<file path="src/rtl/fwd_pkg.sv">
// Shared types and default constants for the forwarding/hazard unit.
package fwd_pkg;

  localparam int unsigned FWD_N_DEFAULT            = 3;
  localparam int unsigned FWD_NB_REG_ADDR_DEFAULT  = 5;
  localparam int unsigned FWD_NB_REG_DEFAULT       = 32;
  localparam int unsigned FWD_NB_STALL_CNT_DEFAULT = 32;
  localparam int unsigned FWD_MAX_STALL_DEFAULT    = 15;

  // Select index width follows the default stage count.
  localparam int unsigned FWD_IDX_W = $clog2(FWD_N_DEFAULT);

  typedef enum logic [0:0] {
    ST_RUN,
    ST_STALL
  } fwd_state_e;

  typedef struct packed {
    logic                 valid;
    logic [FWD_IDX_W-1:0] idx;
  } fwd_sel_t;

  localparam fwd_sel_t FWD_SEL_NONE = '0;

endpackage

</file>
<file path="src/rtl/fwd_select.sv">
// Per-operand priority match, ready check and data mux.
// FWD_ZERO_REG_EN: when defined, source register 0 never matches.
module fwd_select
  import fwd_pkg::*;
#(
  parameter int unsigned N_FWD       = FWD_N_DEFAULT,
  parameter int unsigned NB_REG_ADDR = FWD_NB_REG_ADDR_DEFAULT,
  parameter int unsigned NB_REG      = FWD_NB_REG_DEFAULT
) (
  input  logic [NB_REG_ADDR-1:0]       src,
  input  logic                         use_op,
  input  logic                         early_use,
  input  logic [N_FWD*NB_REG_ADDR-1:0] rd_stage,
  input  logic [N_FWD-1:0]             we_stage,
  input  logic [N_FWD-1:0]             ready_stage,
  input  logic [N_FWD*NB_REG-1:0]      data_stage,
  input  fwd_sel_t                     sel_q,
  output fwd_sel_t                     sel,
  output logic                         hazard,
  output logic                         early_fwd,
  output logic [NB_REG-1:0]            early_data,
  output logic [NB_REG-1:0]            ex_data
);

  logic src_ok;
  logic sel_ready;

`ifdef FWD_ZERO_REG_EN
  assign src_ok = (src != '0);
`else
  assign src_ok = 1'b1;
`endif

  // Priority match: scan oldest to youngest so the lowest index wins.
  always_comb begin
    sel = FWD_SEL_NONE;
    for (int k = int'(N_FWD) - 1; k >= 0; k--) begin
      if (src_ok && use_op && we_stage[k] &&
          (rd_stage[k*NB_REG_ADDR +: NB_REG_ADDR] == src)) begin
        sel.valid = 1'b1;
        sel.idx   = FWD_IDX_W'(k);
      end
    end
  end

  // Ready lookup and data muxes for the live select and the registered one.
  always_comb begin
    sel_ready  = 1'b0;
    early_data = '0;
    ex_data    = '0;
    for (int unsigned k = 0; k < N_FWD; k++) begin
      if (sel.valid && (sel.idx == FWD_IDX_W'(k))) begin
        sel_ready  = ready_stage[k];
        early_data = data_stage[k*NB_REG +: NB_REG];
      end
      if (sel_q.valid && (sel_q.idx == FWD_IDX_W'(k))) begin
        ex_data = data_stage[k*NB_REG +: NB_REG];
      end
    end
  end

  // Only the selected (youngest) producer decides the hazard.
  assign hazard    = sel.valid & ~sel_ready;
  assign early_fwd = sel.valid & early_use & sel_ready;

endmodule

</file>
<file path="src/rtl/fwd_hazard_unit.sv">
// Operand forwarding and load-use hazard unit with stall counting.
// FWD_ZERO_REG_EN: when defined, register 0 never forwards or stalls.
module fwd_hazard_unit
  import fwd_pkg::*;
#(
  parameter int unsigned N_FWD        = FWD_N_DEFAULT,
  parameter int unsigned NB_REG_ADDR  = FWD_NB_REG_ADDR_DEFAULT,
  parameter int unsigned NB_REG       = FWD_NB_REG_DEFAULT,
  parameter int unsigned NB_STALL_CNT = FWD_NB_STALL_CNT_DEFAULT,
  parameter int unsigned MAX_STALL    = FWD_MAX_STALL_DEFAULT
) (
  input  logic                         i_clock,
  input  logic                         i_reset,
  input  logic                         i_valid,
  input  logic [NB_REG_ADDR-1:0]       i_rs,
  input  logic [NB_REG_ADDR-1:0]       i_rt,
  input  logic                         i_use_rs,
  input  logic                         i_use_rt,
  input  logic                         i_early_use,
  input  logic [N_FWD*NB_REG_ADDR-1:0] i_rd_stage,
  input  logic [N_FWD-1:0]             i_we_stage,
  input  logic [N_FWD-1:0]             i_ready_stage,
  input  logic [N_FWD*NB_REG-1:0]      i_data_stage,
  input  logic                         i_cnt_clear,
  output logic                         o_fwd_a,
  output logic                         o_fwd_b,
  output logic [NB_REG-1:0]            o_data_a,
  output logic [NB_REG-1:0]            o_data_b,
  output logic                         o_early_fwd_a,
  output logic                         o_early_fwd_b,
  output logic [NB_REG-1:0]            o_early_data_a,
  output logic [NB_REG-1:0]            o_early_data_b,
  output logic                         o_stall,
  output logic                         o_bubble,
  output logic [NB_STALL_CNT-1:0]      o_stall_cnt,
  output logic                         o_hazard_err
);

  localparam int unsigned NB_CONSEC = $clog2(MAX_STALL + 1);

  fwd_state_e              state_q, state_d;
  fwd_sel_t                sel_a, sel_b, sel_a_q, sel_b_q;
  logic                    hazard_a, hazard_b, hazard, stall;
  logic [NB_CONSEC-1:0]    consec_q, consec_d;
  logic                    err_q, err_d;
  logic [NB_STALL_CNT-1:0] cnt_q;

  fwd_select #(
    .N_FWD       (N_FWD),
    .NB_REG_ADDR (NB_REG_ADDR),
    .NB_REG      (NB_REG)
  ) u_sel_a (
    .src         (i_rs),
    .use_op      (i_use_rs),
    .early_use   (i_early_use),
    .rd_stage    (i_rd_stage),
    .we_stage    (i_we_stage),
    .ready_stage (i_ready_stage),
    .data_stage  (i_data_stage),
    .sel_q       (sel_a_q),
    .sel         (sel_a),
    .hazard      (hazard_a),
    .early_fwd   (o_early_fwd_a),
    .early_data  (o_early_data_a),
    .ex_data     (o_data_a)
  );

  fwd_select #(
    .N_FWD       (N_FWD),
    .NB_REG_ADDR (NB_REG_ADDR),
    .NB_REG      (NB_REG)
  ) u_sel_b (
    .src         (i_rt),
    .use_op      (i_use_rt),
    .early_use   (i_early_use),
    .rd_stage    (i_rd_stage),
    .we_stage    (i_we_stage),
    .ready_stage (i_ready_stage),
    .data_stage  (i_data_stage),
    .sel_q       (sel_b_q),
    .sel         (sel_b),
    .hazard      (hazard_b),
    .early_fwd   (o_early_fwd_b),
    .early_data  (o_early_data_b),
    .ex_data     (o_data_b)
  );

  assign hazard = hazard_a | hazard_b;

  // FSM next state and stall decision; nothing moves while i_valid is low.
  always_comb begin
    state_d = state_q;
    stall   = 1'b0;
    unique case (state_q)
      ST_RUN: begin
        if (i_valid && hazard) begin
          stall   = 1'b1;
          state_d = ST_STALL;
        end
      end
      ST_STALL: begin
        if (i_valid) begin
          stall = hazard;
          if (!hazard) state_d = ST_RUN;
        end
      end
      default: state_d = ST_RUN;
    endcase
    // Held low throughout reset even if a hazard is visible on the inputs.
    if (i_reset) stall = 1'b0;
  end

  assign o_stall  = stall;
  assign o_bubble = stall;

  // Consecutive-stall tracking; the error flag is sticky until reset.
  always_comb begin
    consec_d = consec_q;
    err_d    = err_q;
    if (stall) begin
      if (consec_q != NB_CONSEC'(MAX_STALL)) consec_d = consec_q + 1'b1;
      if (consec_q >= NB_CONSEC'(MAX_STALL - 1)) err_d = 1'b1;
    end else if (i_valid) begin
      consec_d = '0;
    end
  end

  // State, select records and counters.
  always_ff @(posedge i_clock or posedge i_reset) begin
    if (i_reset) begin
      state_q  <= ST_RUN;
      sel_a_q  <= FWD_SEL_NONE;
      sel_b_q  <= FWD_SEL_NONE;
      consec_q <= '0;
      err_q    <= 1'b0;
      cnt_q    <= '0;
    end else begin
      state_q  <= state_d;
      consec_q <= consec_d;
      err_q    <= err_d;
      if (i_valid) begin
        // A stall loads "no forward" so the bubble in EX reads nothing.
        sel_a_q <= stall ? FWD_SEL_NONE : sel_a;
        sel_b_q <= stall ? FWD_SEL_NONE : sel_b;
      end
      if (i_cnt_clear) cnt_q <= '0;
      else if (stall)  cnt_q <= cnt_q + 1'b1;
    end
  end

  assign o_fwd_a      = sel_a_q.valid;
  assign o_fwd_b      = sel_b_q.valid;
  assign o_stall_cnt  = cnt_q;
  assign o_hazard_err = err_q;

endmodule

</file>
<file path="config.mk">
export PLATFORM = sky130hd
export DESIGN_NAME = fwd_hazard_unit
export DESIGN_NICKNAME = d
export VERILOG_FILES = /design/src/rtl/fwd_pkg.sv /design/src/rtl/fwd_select.sv /design/src/rtl/fwd_hazard_unit.sv
export SDC_FILE = /design/constraint.sdc
export NUM_CORES = 1
export LEC_CHECK = 0
export CAP_MARGIN = 20
export CORE_ASPECT_RATIO = 0.8
export CORE_MARGIN = 5
export CORE_UTILIZATION = 37
export CTS_BUF_LIST = sky130_fd_sc_hd__clkbuf_16
export CTS_CLUSTER_DIAMETER = 200
export DETAILED_ROUTE_END_ITERATION = 7
export PLACE_DENSITY = 0.8
export SYNTH_ARGS = -nofsm -noshare
export SYNTH_HDL_FRONTEND = slang
export SYNTH_SLANG_ARGS = --single-unit
</file>
<file path="constraint.sdc">
create_clock -name i_clock -period 2.45 [get_ports i_clock]
set_input_delay 0.245 -clock i_clock [delete_from_list [all_inputs] [get_ports i_clock]]
set_output_delay 0.245 -clock i_clock [all_outputs]
set_load 0.03 [all_outputs]
</file>
After elaboration in Yosys (flattened, before gate mapping)

Index checks and enable logic that the tools add are counted.

Word-level logic and storage cells: 108
Bits in registers: 44
Output and inout port bits: 167

Bitwise logic cells: 10
Magnitude comparators: 1
Reductions and logical operators: 33
$add $sub $neg: 2
Eq/ne operators: 16
Mux-type cells: 38

Operators by type and width:

| cell                                                            | number |
|---|---|
| 32-bit 2-to-1 mux                                               | 14 |
| 32-bit by 1-bit adder with 32-bit output, second input constant | 1 |
| 5-bit == test                                                   | 6 |
| 1-bit logical AND                                               | 25 |
| 3-bit 2-to-1 mux                                                | 8 |
| 4-bit 2-to-1 mux                                                | 3 |
| 1-bit 2-to-1 mux                                                | 11 |
| 2-bit by 1-bit == test with 1-bit output, second input constant | 4 |
| 2-bit == test, second input constant                            | 4 |
| 2-bit logical NOT                                               | 4 |
| 1-bit AND                                                       | 6 |
| 4-bit by 1-bit adder with 4-bit output, second input constant   | 1 |
| 4-bit greater-or-equal comparator, second input constant        | 1 |
| 4-bit != test, second input constant                            | 1 |
| 1-bit case mux with 2 select lines                              | 2 |
| 2-bit AND reduction                                             | 2 |
| 2-bit nonzero test                                              | 2 |
| 1-bit NOT                                                       | 3 |
| 2-bit by 1-bit != test with 1-bit output, second input constant | 1 |
| 1-bit OR                                                        | 1 |

Depth between registers and ports, before layout

Gate-level depths: netlist (run 1).

Word-level depth: 19
Mapped depth: 11
Mapped depth without buffers: 7

By module

A second synthesis (run 1) with hierarchy kept.

Cells, all modules: 934
Area total of the unflattened synthesis: 6,467.5 um^2

Modules (own cells, without submodules):

| module          | area each (um^2) | sequential area each (um^2) | times used | cells each |
|---|---|---|---|---|
| fwd_select      | 2,085.8          | 0.0                         | 2          | 343 |
| fwd_hazard_unit | 2,296.0          | 1,076.0                     | 1          | 248 |

Worst setup path after synthesis (run 1)

No wires, ideal clock.

Path kind: input to register
Start point: input i_reset
End point: register cnt_q[20], in the netlist o_stall_cnt[20]
Setup slack: -230 ps
Arrival time: 2,602 ps
Stages on the path: 7
Setup time: 78 ps
Required time: 2,372 ps
Cells stage by stage: inv_1 nand2_1 a311oi_4 a41oi_2 buf_6 or4_1 a21oi_1

Longest elaborated chain between the ends: 2

RTL lines:

| item                         | line                   | source |
|---|---|---|
| start, declared              | fwd_hazard_unit.sv:13  | `input logic i_reset,` |
| 1-bit 2-to-1 mux             | fwd_hazard_unit.sv:110 | `if (i_reset) stall = 1'b0;` |
| 2-bit nonzero test (no line) | -                      |  |
| end signal, assigned         | fwd_hazard_unit.sv:147 | `else if (stall) cnt_q <= cnt_q + 1'b1;` |
| end, declared                | fwd_hazard_unit.sv:46  | `logic [NB_STALL_CNT-1:0] cnt_q;` |

Every way passes these cells.
A chain may end at the register's enable or synchronous reset.

Worst setup path in the final report (run 1)

Start point: input i_rt[0]
End point: output o_early_data_b[24]

Longest elaborated chain between the ends: 10

RTL lines:

| item                           | line                  | source |
|---|---|---|
| start, declared                | fwd_hazard_unit.sv:16 | `input logic [NB_REG_ADDR-1:0] i_rt,` |
| 5-bit == test                  | fwd_select.sv:39      | `(rd_stage[k*NB_REG_ADDR +: NB_REG_ADDR] == src)) begin` |
| 1-bit logical AND              | fwd_select.sv:38      | `if (src_ok && use_op && we_stage[k] &&` |
| 3-bit 2-to-1 mux (2 in a row)  | fwd_select.sv:38      |  |
| 3-bit 2-to-1 mux *             | fwd_select.sv:38      |  |
| 2-bit logical NOT              | fwd_select.sv:52      | `if (sel.valid && (sel.idx == FWD_IDX_W'(k))) begin` |
| 1-bit logical AND              | fwd_select.sv:52      |  |
| 32-bit 2-to-1 mux (2 in a row) | fwd_select.sv:52      |  |
| 32-bit 2-to-1 mux *            | fwd_select.sv:52      |  |
| end, declared                  | fwd_hazard_unit.sv:32 | `output logic [NB_REG-1:0] o_early_data_b,` |

Mark *: on every way between the ends. The rest lies on a longest branch, timed or not.

==> impl_results.html, run 1 <==
<table>
<tr><th>Metric</th><th>Value</th></tr>
<tr><th colspan="2">Detailed routing</th></tr>
<tr><td>Post-detailed-route wirelength per cell</td><td>~21 microns</td></tr>
<tr><td>Starting DRT DRC Count</td><td>808</td></tr>
<tr><td>Drt first pass iters</td><td>7</td></tr>
<tr><td>Total Routed Length</td><td>28500 microns</td></tr>
<tr><td>Via/cell ratio</td><td>approximately 6</td></tr>
<tr><td>Post-DRT Antenna Nets</td><td>0</td></tr>
<tr><td>DR DRC count</td><td>0</td></tr>
<tr><td>Routed via count</td><td>8140</td></tr>
<tr><th colspan="2">STA</th></tr>
<tr><td>Setup slack of the critical path after layout</td><td>12.6 ps</td></tr>
<tr><td>Final critical-path share of the clock period</td><td>99.5%</td></tr>
<tr><td>Clock tree skew after final layout</td><td>6.31 ps</td></tr>
<tr><td>Fmax</td><td>410 MHz</td></tr>
<tr><td>Slew HR</td><td>51.0%</td></tr>
<tr><td>Number of hold violations in the final report</td><td>0</td></tr>
<tr><td>Shortest period the worst path allows</td><td>2440 ps</td></tr>
<tr><td>Pins Over Slew Limit</td><td>0</td></tr>
<tr><td>Worst-margin pin slew</td><td>736 ps</td></tr>
<tr><td>WHS</td><td>363 ps</td></tr>
<tr><td>Setup-violating endpoint count in the final report</td><td>0</td></tr>
<tr><th colspan="2">Floorplanning</th></tr>
<tr><td>Overall die area</td><td>17800 sq um</td></tr>
<tr><td>Row Count</td><td>40</td></tr>
<tr><td>Starting Density</td><td>a little under two fifths</td></tr>
<tr><td>Die Ht</td><td>between 100 and 150 microns</td></tr>
<tr><td>Ports</td><td>301</td></tr>
<tr><td>Core Area</td><td>between 10000 and 15000 sq um</td></tr>
<tr><td>Width of the die</td><td>148 microns</td></tr>
<tr><th colspan="2">Clock tree</th></tr>
<tr><td>Clock slew at reported path FFs</td><td>60 ps</td></tr>
<tr><td>CTS tree</td><td>done</td></tr>
<tr><td>Num CTS Buffers</td><td>5</td></tr>
<tr><td>Number of sinks driven by the clock tree</td><td>43</td></tr>
<tr><td>Clock buffer depth</td><td>2</td></tr>
<tr><td>Clock insertion delay at the later pin of the skew report</td><td>280 ps</td></tr>
<tr><td>Root buf cell</td><td>clkbuf_16</td></tr>
<tr><td>Number of H-tree levels</td><td>2</td></tr>
<tr><th colspan="2">Setup path</th></tr>
<tr><td>Buffers plus inverters on the worst setup path</td><td>6</td></tr>
<tr><td>Endpoint arrival time on the critical path</td><td>2190 ps</td></tr>
<tr><td>Kind of launch point of the worst setup path</td><td>input pin</td></tr>
<tr><td>Slowest cell on the critical path</td><td>nor4_2</td></tr>
<tr><td>Nature of the critical path endpoint</td><td>output pin</td></tr>
<tr><td>Crit path cell chain</td><td>buf_2 -&gt; xor2_1 -&gt; nor4_2 -&gt; buf_4 -&gt; and4_4 -&gt; and2_4 -&gt; buf_12 -&gt; buf_12 -&gt; buf_16 -&gt; a22oi_2 -&gt; a21oi_2 -&gt; buf_4</td></tr>
<tr><td>Critical Path Max Stage Delay</td><td>320 ps</td></tr>
<tr><td>Required time reported for the critical path endpoint</td><td>2200 ps</td></tr>
<tr><td>Path type of the worst setup path</td><td>in2out</td></tr>
<tr><td>Highest net fanout along the worst path</td><td>6</td></tr>
<tr><td>Kind of cell adding the most delay to the critical path</td><td>buffers and inverters</td></tr>
<tr><th colspan="2">Power and ir drop</th></tr>
<tr><td>Cell Int Power</td><td>0.00150 W</td></tr>
<tr><td>Worst IR Drop VDD</td><td>0.386 mV</td></tr>
<tr><td>Leakage power</td><td>~4.1 nW</td></tr>
<tr><td>Switching component of the power</td><td>about 0.00074 W</td></tr>
<tr><td>Share of total power in the clock network</td><td>28.1%</td></tr>
<tr><td>Switching power as a share of total power</td><td>33.0%</td></tr>
<tr><td>Power density normalized to cell area</td><td>approximately 220 nW/um^2</td></tr>
<tr><td>Power consumption</td><td>~0.0022 W</td></tr>
<tr><td>Logic gate share of total power</td><td>39.9%</td></tr>
<tr><td>Sequential fraction of design power</td><td>32.0%</td></tr>
<tr><th colspan="2">Synth</th></tr>
<tr><td>Top cells by area, synth</td><td>dfrtp_1 19%, nor2_1 15%, mux2i_1 12%</td></tr>
<tr><td>Synthesis Warnings</td><td>0</td></tr>
<tr><td>Synthesized area per cell</td><td>about 6.8 sq um</td></tr>
<tr><td>Share of synthesized area occupied by flip-flops and latches</td><td>19.1%</td></tr>
<tr><td>Cell Area, Synth</td><td>5620 sq um</td></tr>
<tr><td>Number of enable flip-flop cells after synthesis</td><td>0</td></tr>
<tr><td>Netlist cell types</td><td>55</td></tr>
<tr><td>Cells after Synth</td><td>829</td></tr>
<tr><td>Area fraction of the dominant cell type after synthesis</td><td>19.1%</td></tr>
<tr><td>#FFs+latches synth</td><td>43</td></tr>
<tr><td>Prevailing post-synth register cell</td><td>dfrtp_1</td></tr>
<tr><td>Nets in the synthesized netlist</td><td>just under 1k</td></tr>
<tr><td>Cell accounting for the most synthesized area</td><td>dfrtp_1</td></tr>
<tr><td>Fraction of synthesis flops using an asynchronous set or reset pin</td><td>100%</td></tr>
<tr><th colspan="2">GRT</th></tr>
<tr><td>Number of global-route vias before repair</td><td>7858</td></tr>
<tr><td>Global-route wire length before repair</td><td>42900 microns</td></tr>
<tr><td>Global Route Usage Sum</td><td>29.6%</td></tr>
<tr><td>Pin count of the biggest net entering global routing</td><td>44</td></tr>
<tr><td>Initial antenna violation count</td><td>0</td></tr>
<tr><td>Global route total overflow</td><td>0</td></tr>
<tr><th colspan="2">Placed design</th></tr>
<tr><td>Number of port buffers</td><td>300</td></tr>
<tr><td>Post-DP Area</td><td>9080 sq um</td></tr>
<tr><td>Pre-CTS setup slack</td><td>-485 ps</td></tr>
<tr><td>Hpwl dp</td><td>19600 microns</td></tr>
<tr><td>Routability congestion estimate</td><td>0.943</td></tr>
<tr><th colspan="2">Finish</th></tr>
<tr><td>Area Overhead vs Synth</td><td>77.8%</td></tr>
<tr><td>FILL cells</td><td>1267</td></tr>
<tr><td>Count of inserted antenna diode cells</td><td>0</td></tr>
<tr><td>Layout cell share with drive strength beyond 1</td><td>30.1%</td></tr>
<tr><td>Final Net Count</td><td>1303</td></tr>
<tr><td>Fraction of the core area covered by cells at the end of the flow</td><td>66.8%</td></tr>
<tr><td>Cell area after layout</td><td>about 10000 sq um</td></tr>
<tr><th colspan="2">Job</th></tr>
<tr><td>Number of max-cap violations</td><td>0</td></tr>
<tr><th colspan="2">Outcome</th></tr>
<tr><td>Outcome</td><td>finished, final reports clean</td></tr>
<tr><th colspan="2">Worst hold path</th></tr>
<tr><td>Classification of the worst-slack hold path</td><td>in2async</td></tr>
</table>
power by group through the flow:
stage | combinational [W] | clock [W] | sequential [W]
final | 0.000897 | 0.000632 | 0.000719
after global routing | 0.000952 | 0.000678 | 0.000719
after CTS | 0.000863 | 0.000638 | 0.000719
after detailed placement | 0.000827 | 0 | 0.000732
after global placement | 0.000821 | 0 | 0.000732
after floorplan | 0.000339 | 0 | 0.000730
path summary, 6_finish.rpt:
path,end,cells after the start,slack (ps),start
worst min register to register,o_hazard_err,1,500,o_hazard_err
max in group asynchronous,o_stall_cnt[13],3,1660,i_reset
worst max-delay path,o_early_data_b[24],12,10,i_rt[0]
worst min-delay path,consec_q[0],3,360,i_reset
min in group i_clock,o_hazard_err,1,500,o_hazard_err
worst max register to register,o_stall_cnt[31],7,190,o_stall_cnt[16]
per-layer routing:
layer  track usage (%)  share of wire (%)
met1              39.8                 41
met2              47.4                 45
met3              6.22                9.8
met4              10.0                3.6
met5                 0                  0
area by class of cell:
cell class | count | area (sq um) | area share (%)
multi-input combinational | 691 | 4550 | 45.5
timing repair buffer | 408 | 3920 | 39.2
sequential | 43 | 1080 | 10.8
tap | 189 | 236 | 2.37
clock buffer | 5 | 125 | 1.25
inverter | 17 | 73.8 | 0.738
clock inverter | 3 | 12.5 | 0.125
cells in the mapped netlist (all sizes together) (2+ instances only):
cell,number
and2,5
and3,6
nor2b,2
nand4,16
nor3b,2
a31oi,64
nor4,4
mux2i,66
buf,21
xor2,17
inv,16
or3,23
nand2,25
ha,3
a21oi,62
a22oi,32
o211ai,3
nor3,2
o31ai,9
nor2,232
clkbuf,57
o21ai,27
o21bai,2
a221oi,33
xnor2,14
and4,6
dfrtp,43
nand3,8
or4,11
worst reg2reg max path: stages, from the launching register on:
cell and delay [ps]:
dfrtp_1 370, and3_1 180, and4_1 230, and4_1 210, nand4_1 190, or4_4 540, or3_1 320, a21oi_1 150
cells by family (layout without fill, tap and decap cells):
group	Yosys count	after routing	share of synthesized area, %
flops	43	43	19.1
mux	66	66	11.8
buf+inv	95	433	7.21
compound gates	243	243	28.5
fa+ha+maj	3	3	0.668
xor+xnor	31	31	4.83
simple gates	348	348	27.9
flip-flops by register name (all words and copies together) (netlist names):
signal        flops
o_stall_cnt      32
sel_a_q           2
o_fwd_b           1
sel_b_q           2
consec_q          4
o_hazard_err      1
o_fwd_a           1
cells in the final DEF (no fill, tap or decap), types with 4 or more instances in the layout:
cell | netlist | final
nor2_1 | 232 | 231
buf_4 | 2 | 193
clkdlybuf4s50_1 | 0 | 139
mux2i_1 | 66 | 66
a31oi_1 | 64 | 64
a21oi_1 | 62 | 50
dfrtp_1 | 43 | 39
buf_12 | 0 | 26
nand2_1 | 25 | 24
a221oi_1 | 33 | 24
or3_1 | 23 | 21
o21ai_0 | 20 | 20
a22oi_2 | 0 | 18
nand4_1 | 16 | 16
inv_1 | 15 | 16
a22oi_1 | 32 | 14
buf_6 | 5 | 14
xor2_1 | 17 | 12
a21oi_2 | 0 | 12
buf_2 | 3 | 12
o31ai_1 | 9 | 9
a221oi_2 | 0 | 9
clkbuf_2 | 0 | 9
xnor2_1 | 14 | 8
or4_1 | 11 | 8
clkbuf_16 | 0 | 8
nand3_1 | 8 | 7
o21ai_1 | 7 | 7
xor2_2 | 0 | 5
xnor2_2 | 0 | 5
and3_1 | 6 | 5
and4_1 | 6 | 5
buf_16 | 0 | 4
dfrtp_2 | 0 | 4
timing repair:
item	4_1_cts	5_1_grt
endpoints found under the hold margin	0	0
endpoints found under the setup margin	103	95
hold buffers	0	0
gates cloned	8	2
gates resized for setup	121	70
setup buffers	16	4
pin swaps	54	33
per-stage QoR:
stage	instances	TNS, ps
final	1356	0
after global routing	1356	-247
after CTS	1352	0
after detailed placement	1322	-37730
after global placement	1322	-33460
after floorplan	829	0
Power figures use the tool's default switching activity.
==> inputs of run 2 (changes only) <==
ABC_AREA = 1   (was unset)
CORE_UTILIZATION = 36   (was 37)
PLACE_DENSITY = 0.79   (was 0.8)
SETUP_SLACK_MARGIN = 0.1   (was unset)
==> run 2 against run 1 <==
Against the previous run:
- global-route usage fell by 1.1 points
- final cell count rose by 3.5%
- critical path type unchanged
- wire length decreased by 4.0%
- total power is 2.8% lower
- sequential share of layout area grew 0.77 points
- die area decreased by 1.0%
- non-clock buffer count down 61
- combinational power fell by 8.0%
- critical endpoint is now o_early_data_b[17]
==> impl_results.html, run 2 <==
<table>
<tr><th>Metric</th><th>Value</th></tr>
<tr><th colspan="2">Setup path</th></tr>
<tr><td>Endpoint arrival time on the critical path</td><td>2030 ps (-160 ps)</td></tr>
<tr><td>Crit path cell chain</td><td>clkdlybuf4s50_1 -&gt; inv_1 -&gt; o21ai_2 -&gt; nor2_1 -&gt; nand2_1 -&gt; nor2_2 -&gt; nand2_2 -&gt; inv_4 -&gt; clkbuf_16 -&gt; nand2_1 -&gt; o221ai_1 -&gt; bufbuf_16</td></tr>
<tr><td>Highest net fanout along the worst path</td><td>8 (+2)</td></tr>
<tr><td>Critical Path Max Stage Delay</td><td>450 ps (+130 ps)</td></tr>
<tr><td>Slowest cell on the critical path</td><td>clkdlybuf4s50_1</td></tr>
<tr><td>Buffers plus inverters on the worst setup path</td><td>5 (-1)</td></tr>
<tr><td>Nature of the critical path endpoint</td><td>output pin</td></tr>
<tr><td>Kind of launch point of the worst setup path</td><td>input pin</td></tr>
<tr><td>Kind of cell adding the most delay to the critical path</td><td>buffers and inverters</td></tr>
<tr><td>Required time reported for the critical path endpoint</td><td>2200 ps (about the same)</td></tr>
<tr><td>Path type of the worst setup path</td><td>in2out</td></tr>
<tr><td>Reg2Reg Launch Point</td><td>o_stall_cnt[2]</td></tr>
<tr><td>Origin of the worst setup path</td><td>i_rd_stage[13]</td></tr>
<tr><td>Most frequent cell on the critical path</td><td>nand2_1</td></tr>
<tr><th colspan="2">Synth</th></tr>
<tr><td>Cell Area, Synth</td><td>5410 sq um (-3.8%)</td></tr>
<tr><td>Top cells by area, synth</td><td>nand2_1 22%, o221ai_1 21%, dfrtp_1 20%</td></tr>
<tr><td>Synthesized-area fraction occupied by and/or/nand/nor cells</td><td>37.0% (+9.0 points)</td></tr>
<tr><td>Number of enable flip-flop cells after synthesis</td><td>0 (unchanged)</td></tr>
<tr><td>Adder and majority cell fraction of the synthesized area</td><td>0.694% (+0.026 points)</td></tr>
<tr><td>Cells after Synth</td><td>908 (+9.5%)</td></tr>
<tr><td>Largest family of logic cells by synthesized area</td><td>simple AND/OR/NAND/NOR gates</td></tr>
<tr><td>Share of synthesized area occupied by flip-flops and latches</td><td>19.9% (+0.76 points)</td></tr>
<tr><td>Netlist cell types</td><td>32 (-42%)</td></tr>
<tr><td>Prevailing post-synth register cell</td><td>dfrtp_1</td></tr>
<tr><td>Synthesized-area fraction occupied by xor and xnor cells</td><td>5.18% (+0.35 points)</td></tr>
<tr><td>Synthesized area per cell</td><td>5.96 sq um (-12%)</td></tr>
<tr><td>Cell accounting for the most synthesized area</td><td>nand2_1</td></tr>
<tr><td>Cell with the most instances after synthesis</td><td>nand2_1</td></tr>
<tr><td>Synth Area in Compound Gates</td><td>23.7% (-4.8 points)</td></tr>
<tr><td>Mux share of post-synthesis cell area</td><td>0% (-12 points)</td></tr>
<tr><td>Synthesis Warnings</td><td>0 (unchanged)</td></tr>
<tr><td>Fraction of synthesis flops using an asynchronous set or reset pin</td><td>100% (unchanged)</td></tr>
<tr><td>Top cells by instance count after synthesis</td><td>319 x nand2_1, 127 x o221ai_1, 120 x inv_1, 86 x nor2_1, 43 x dfrtp_1</td></tr>
<tr><td>#FFs+latches synth</td><td>43 (unchanged)</td></tr>
<tr><td>Area fraction of the dominant cell type after synthesis</td><td>22.1% (+3.0 points)</td></tr>
<tr><td>Nets in the synthesized netlist</td><td>1045 (+8.2%)</td></tr>
<tr><th colspan="2">Floorplanning</th></tr>
<tr><td>Width of the die</td><td>147 microns (-0.53%)</td></tr>
<tr><td>Ports</td><td>301 (unchanged)</td></tr>
<tr><td>Starting Density</td><td>36.4% (-1.2 points)</td></tr>
<tr><td>Core Area</td><td>14900 sq um (-0.67%)</td></tr>
<tr><td>Row Count</td><td>40 (unchanged)</td></tr>
<tr><td>Die Ht</td><td>120 microns (-0.52%)</td></tr>
<tr><td>Overall die area</td><td>17600 sq um (-1.0%)</td></tr>
<tr><th colspan="2">Clock tree</th></tr>
<tr><td>Root buf cell</td><td>clkbuf_16</td></tr>
<tr><td>Clock insertion delay at the later pin of the skew report</td><td>280 ps (about the same)</td></tr>
<tr><td>Clock slew at reported path FFs</td><td>60 ps (about the same)</td></tr>
<tr><td>Clock buffer depth</td><td>2 (unchanged)</td></tr>
<tr><td>Number of sinks driven by the clock tree</td><td>43 (unchanged)</td></tr>
<tr><td>CTS tree</td><td>done</td></tr>
<tr><td>Num CTS Buffers</td><td>5 (unchanged)</td></tr>
<tr><td>Number of H-tree levels</td><td>2 (unchanged)</td></tr>
<tr><th colspan="2">Placed design</th></tr>
<tr><td>Pre-CTS setup slack</td><td>-158 ps (+328 ps)</td></tr>
<tr><td>Post-Place Cells</td><td>1382 (+4.5%)</td></tr>
<tr><td>Routability congestion estimate</td><td>1.04 (+11%)</td></tr>
<tr><td>Hpwl dp</td><td>20100 microns (+2.3%)</td></tr>
<tr><td>Number of port buffers</td><td>300 (unchanged)</td></tr>
<tr><th colspan="2">STA</th></tr>
<tr><td>Pins Over Slew Limit</td><td>0 (unchanged)</td></tr>
<tr><td>Fmax</td><td>440 MHz (+7.3%)</td></tr>
<tr><td>Setup-violating endpoint count in the final report</td><td>0 (unchanged)</td></tr>
<tr><td>Worst-margin pin slew</td><td>586 ps (-150 ps)</td></tr>
<tr><td>Number of hold violations in the final report</td><td>0 (unchanged)</td></tr>
<tr><td>Shortest period the worst path allows</td><td>2270 ps (-166 ps)</td></tr>
<tr><td>Final critical-path share of the clock period</td><td>92.7% (-6.8 points)</td></tr>
<tr><td>Clock tree skew after final layout</td><td>6.64 ps (+0.328 ps)</td></tr>
<tr><td>RSZ-0062 raised after global routing</td><td>yes</td></tr>
<tr><td>WHS</td><td>384 ps (+21.1 ps)</td></tr>
<tr><td>Slew HR</td><td>60.8% (+9.9 points)</td></tr>
<tr><td>Setup slack of the critical path after layout</td><td>179 ps (+166 ps)</td></tr>
<tr><th colspan="2">Detailed routing</th></tr>
<tr><td>Post-DRT Antenna Nets</td><td>0 (unchanged)</td></tr>
<tr><td>Total Routed Length</td><td>27400 microns (-4.0%)</td></tr>
<tr><td>Drt first pass iters</td><td>5 (-2)</td></tr>
<tr><td>Routed via count</td><td>7870 (-3.3%)</td></tr>
<tr><td>DR DRC count</td><td>0 (unchanged)</td></tr>
<tr><td>Via/cell ratio</td><td>5.61 (-6.6%)</td></tr>
<tr><td>Post-detailed-route wirelength per cell</td><td>19.5 microns (-7.2%)</td></tr>
<tr><td>Starting DRT DRC Count</td><td>732 (-9.4%)</td></tr>
<tr><th colspan="2">Finish</th></tr>
<tr><td>Post-layout instance count excluding filler cells</td><td>1403 (+3.5%)</td></tr>
<tr><td>Count of inserted antenna diode cells</td><td>0 (unchanged)</td></tr>
<tr><td>Final Net Count</td><td>1350 (+3.6%)</td></tr>
<tr><td>Layout cell share with drive strength beyond 1</td><td>20.8% (-9.3 points)</td></tr>
<tr><td>Most common cell after layout, fill and taps aside</td><td>nand2_1</td></tr>
<tr><td>Max FFs per register</td><td>32 (unchanged)</td></tr>
<tr><td>Commonest cells after routing, fill and taps aside</td><td>313 x nand2_1, 141 x clkdlybuf4s50_1, 136 x buf_4, 115 x o221ai_1, 114 x inv_1</td></tr>
<tr><td>Area Overhead vs Synth</td><td>71.8%</td></tr>
<tr><th colspan="2">GRT</th></tr>
<tr><td>Pin count of the biggest net entering global routing</td><td>36 (-18%)</td></tr>
<tr><td>Global-route wire length before repair</td><td>40800 microns (-4.8%)</td></tr>
<tr><td>Global route total overflow</td><td>0 (unchanged)</td></tr>
<tr><td>Number of global-route vias before repair</td><td>7261 (-7.6%)</td></tr>
<tr><td>Global Route Usage Sum</td><td>28.4% (-1.1 points)</td></tr>
<tr><td>Initial antenna violation count</td><td>0 (unchanged)</td></tr>
<tr><th colspan="2">Outcome</th></tr>
<tr><td>Outcome</td><td>finished, final reports clean</td></tr>
<tr><th colspan="2">Power and ir drop</th></tr>
<tr><td>Worst IR Drop VDD</td><td>0.236 mV (-39%)</td></tr>
<tr><td>Leakage power</td><td>4.29 nW (+5.0%)</td></tr>
<tr><td>Power density normalized to cell area</td><td>235 nW/um^2 (+4.6%)</td></tr>
<tr><th colspan="2">Worst hold path</th></tr>
<tr><td>Classification of the worst-slack hold path</td><td>in2async</td></tr>
<tr><th colspan="2">Job</th></tr>
<tr><td>Number of max-cap violations</td><td>0 (unchanged)</td></tr>
</table>
run 2: worst paths after layout:
path / depth (start not counted) / endpoint / slack [ps]
worst min-delay path: 3 / sel_a_q[1] / 380
min in group i_clock: 1 / o_hazard_err / 530
worst min register to register: 1 / o_hazard_err / 530
worst max-delay path: 12 / o_early_data_b[17] / 180
max in group asynchronous: 3 / o_stall_cnt[2] / 1600
worst max register to register: 10 / o_stall_cnt[23] / 500
run 2: worst reg2reg max path, cell delays in order, from the launching register on:
cell     delay, ps
dfrtp_1        450
nand2_1        100
nor3_1         190
nand2_1        180
nor2_1         190
inv_1          100
nor3_1         250
xor2_1         170
nor2_1          50
nand2_1         80
o21ai_1         60
run 2: final cells by class:
cell class | count | area (sq um)
Clock buffer | 5 | 125
Fill cell | 1333 | 5580
Sequential cell | 43 | 1080
Inverter | 136 | 523
Tap cell | 189 | 236
Multi-Input combinational cell | 680 | 3770
Timing Repair Buffer | 347 | 3540
Clock inverter | 3 | 15.0
run 2: cell families (layout without fill, tap and decap cells):
group / after synthesis / after routing
AND/OR/NAND/NOR: 487 / 487
buffers and inverters: 185 / 491
AO/OA/AOI/OAI: 158 / 158
flip-flops: 43 / 43
XOR/XNOR: 32 / 32
adder cells (fa/ha/maj): 3 / 3
run 2: metrics by stage:
stage	total power (W)	area [sq um]	utilization (%)	TNS [ps]
finish	0.00218	9290	62.5	0
global route	0.00228	9290	62.5	0
CTS	0.00216	8930	60.1	0
detailed placement	0.00152	8730	58.7	-917
global placement	0.00151	8730	58.7	-60.0
floorplan	0.00106	5410	-	0
run 2: repair_timing:
action,CTS,global route
pin swaps,4,19
endpoints found under the setup margin,51,67
resized for setup,30,57
hold buffers,0,0
gates cloned,1,5
buffers inserted,2,5
run 2: layer usage:
metal / vias to the layer above / share of wire [%] / GRT usage, %
met5: - / 0 / 0
met4: 0 / 4.6 / 11.4
met3: 80 / 10 / 6.19
met2: 514 / 46 / 46.4
met1: 3585 / 39 / 36.7
li1: 3691 / - / -
run 2: power breakdown:
part	switching [W]	internal, W
logic	0.000463	0.000362
clock network	0.000271	0.000370
registers	0.00000465	0.000714
total	0.000739	0.00145
==> inputs of run 3 (changes only) <==
CAP_MARGIN = 10   (was 20)
==> results of run 3 <==
Same layout as run 2: the final DEF is identical, and so are final timing and power.
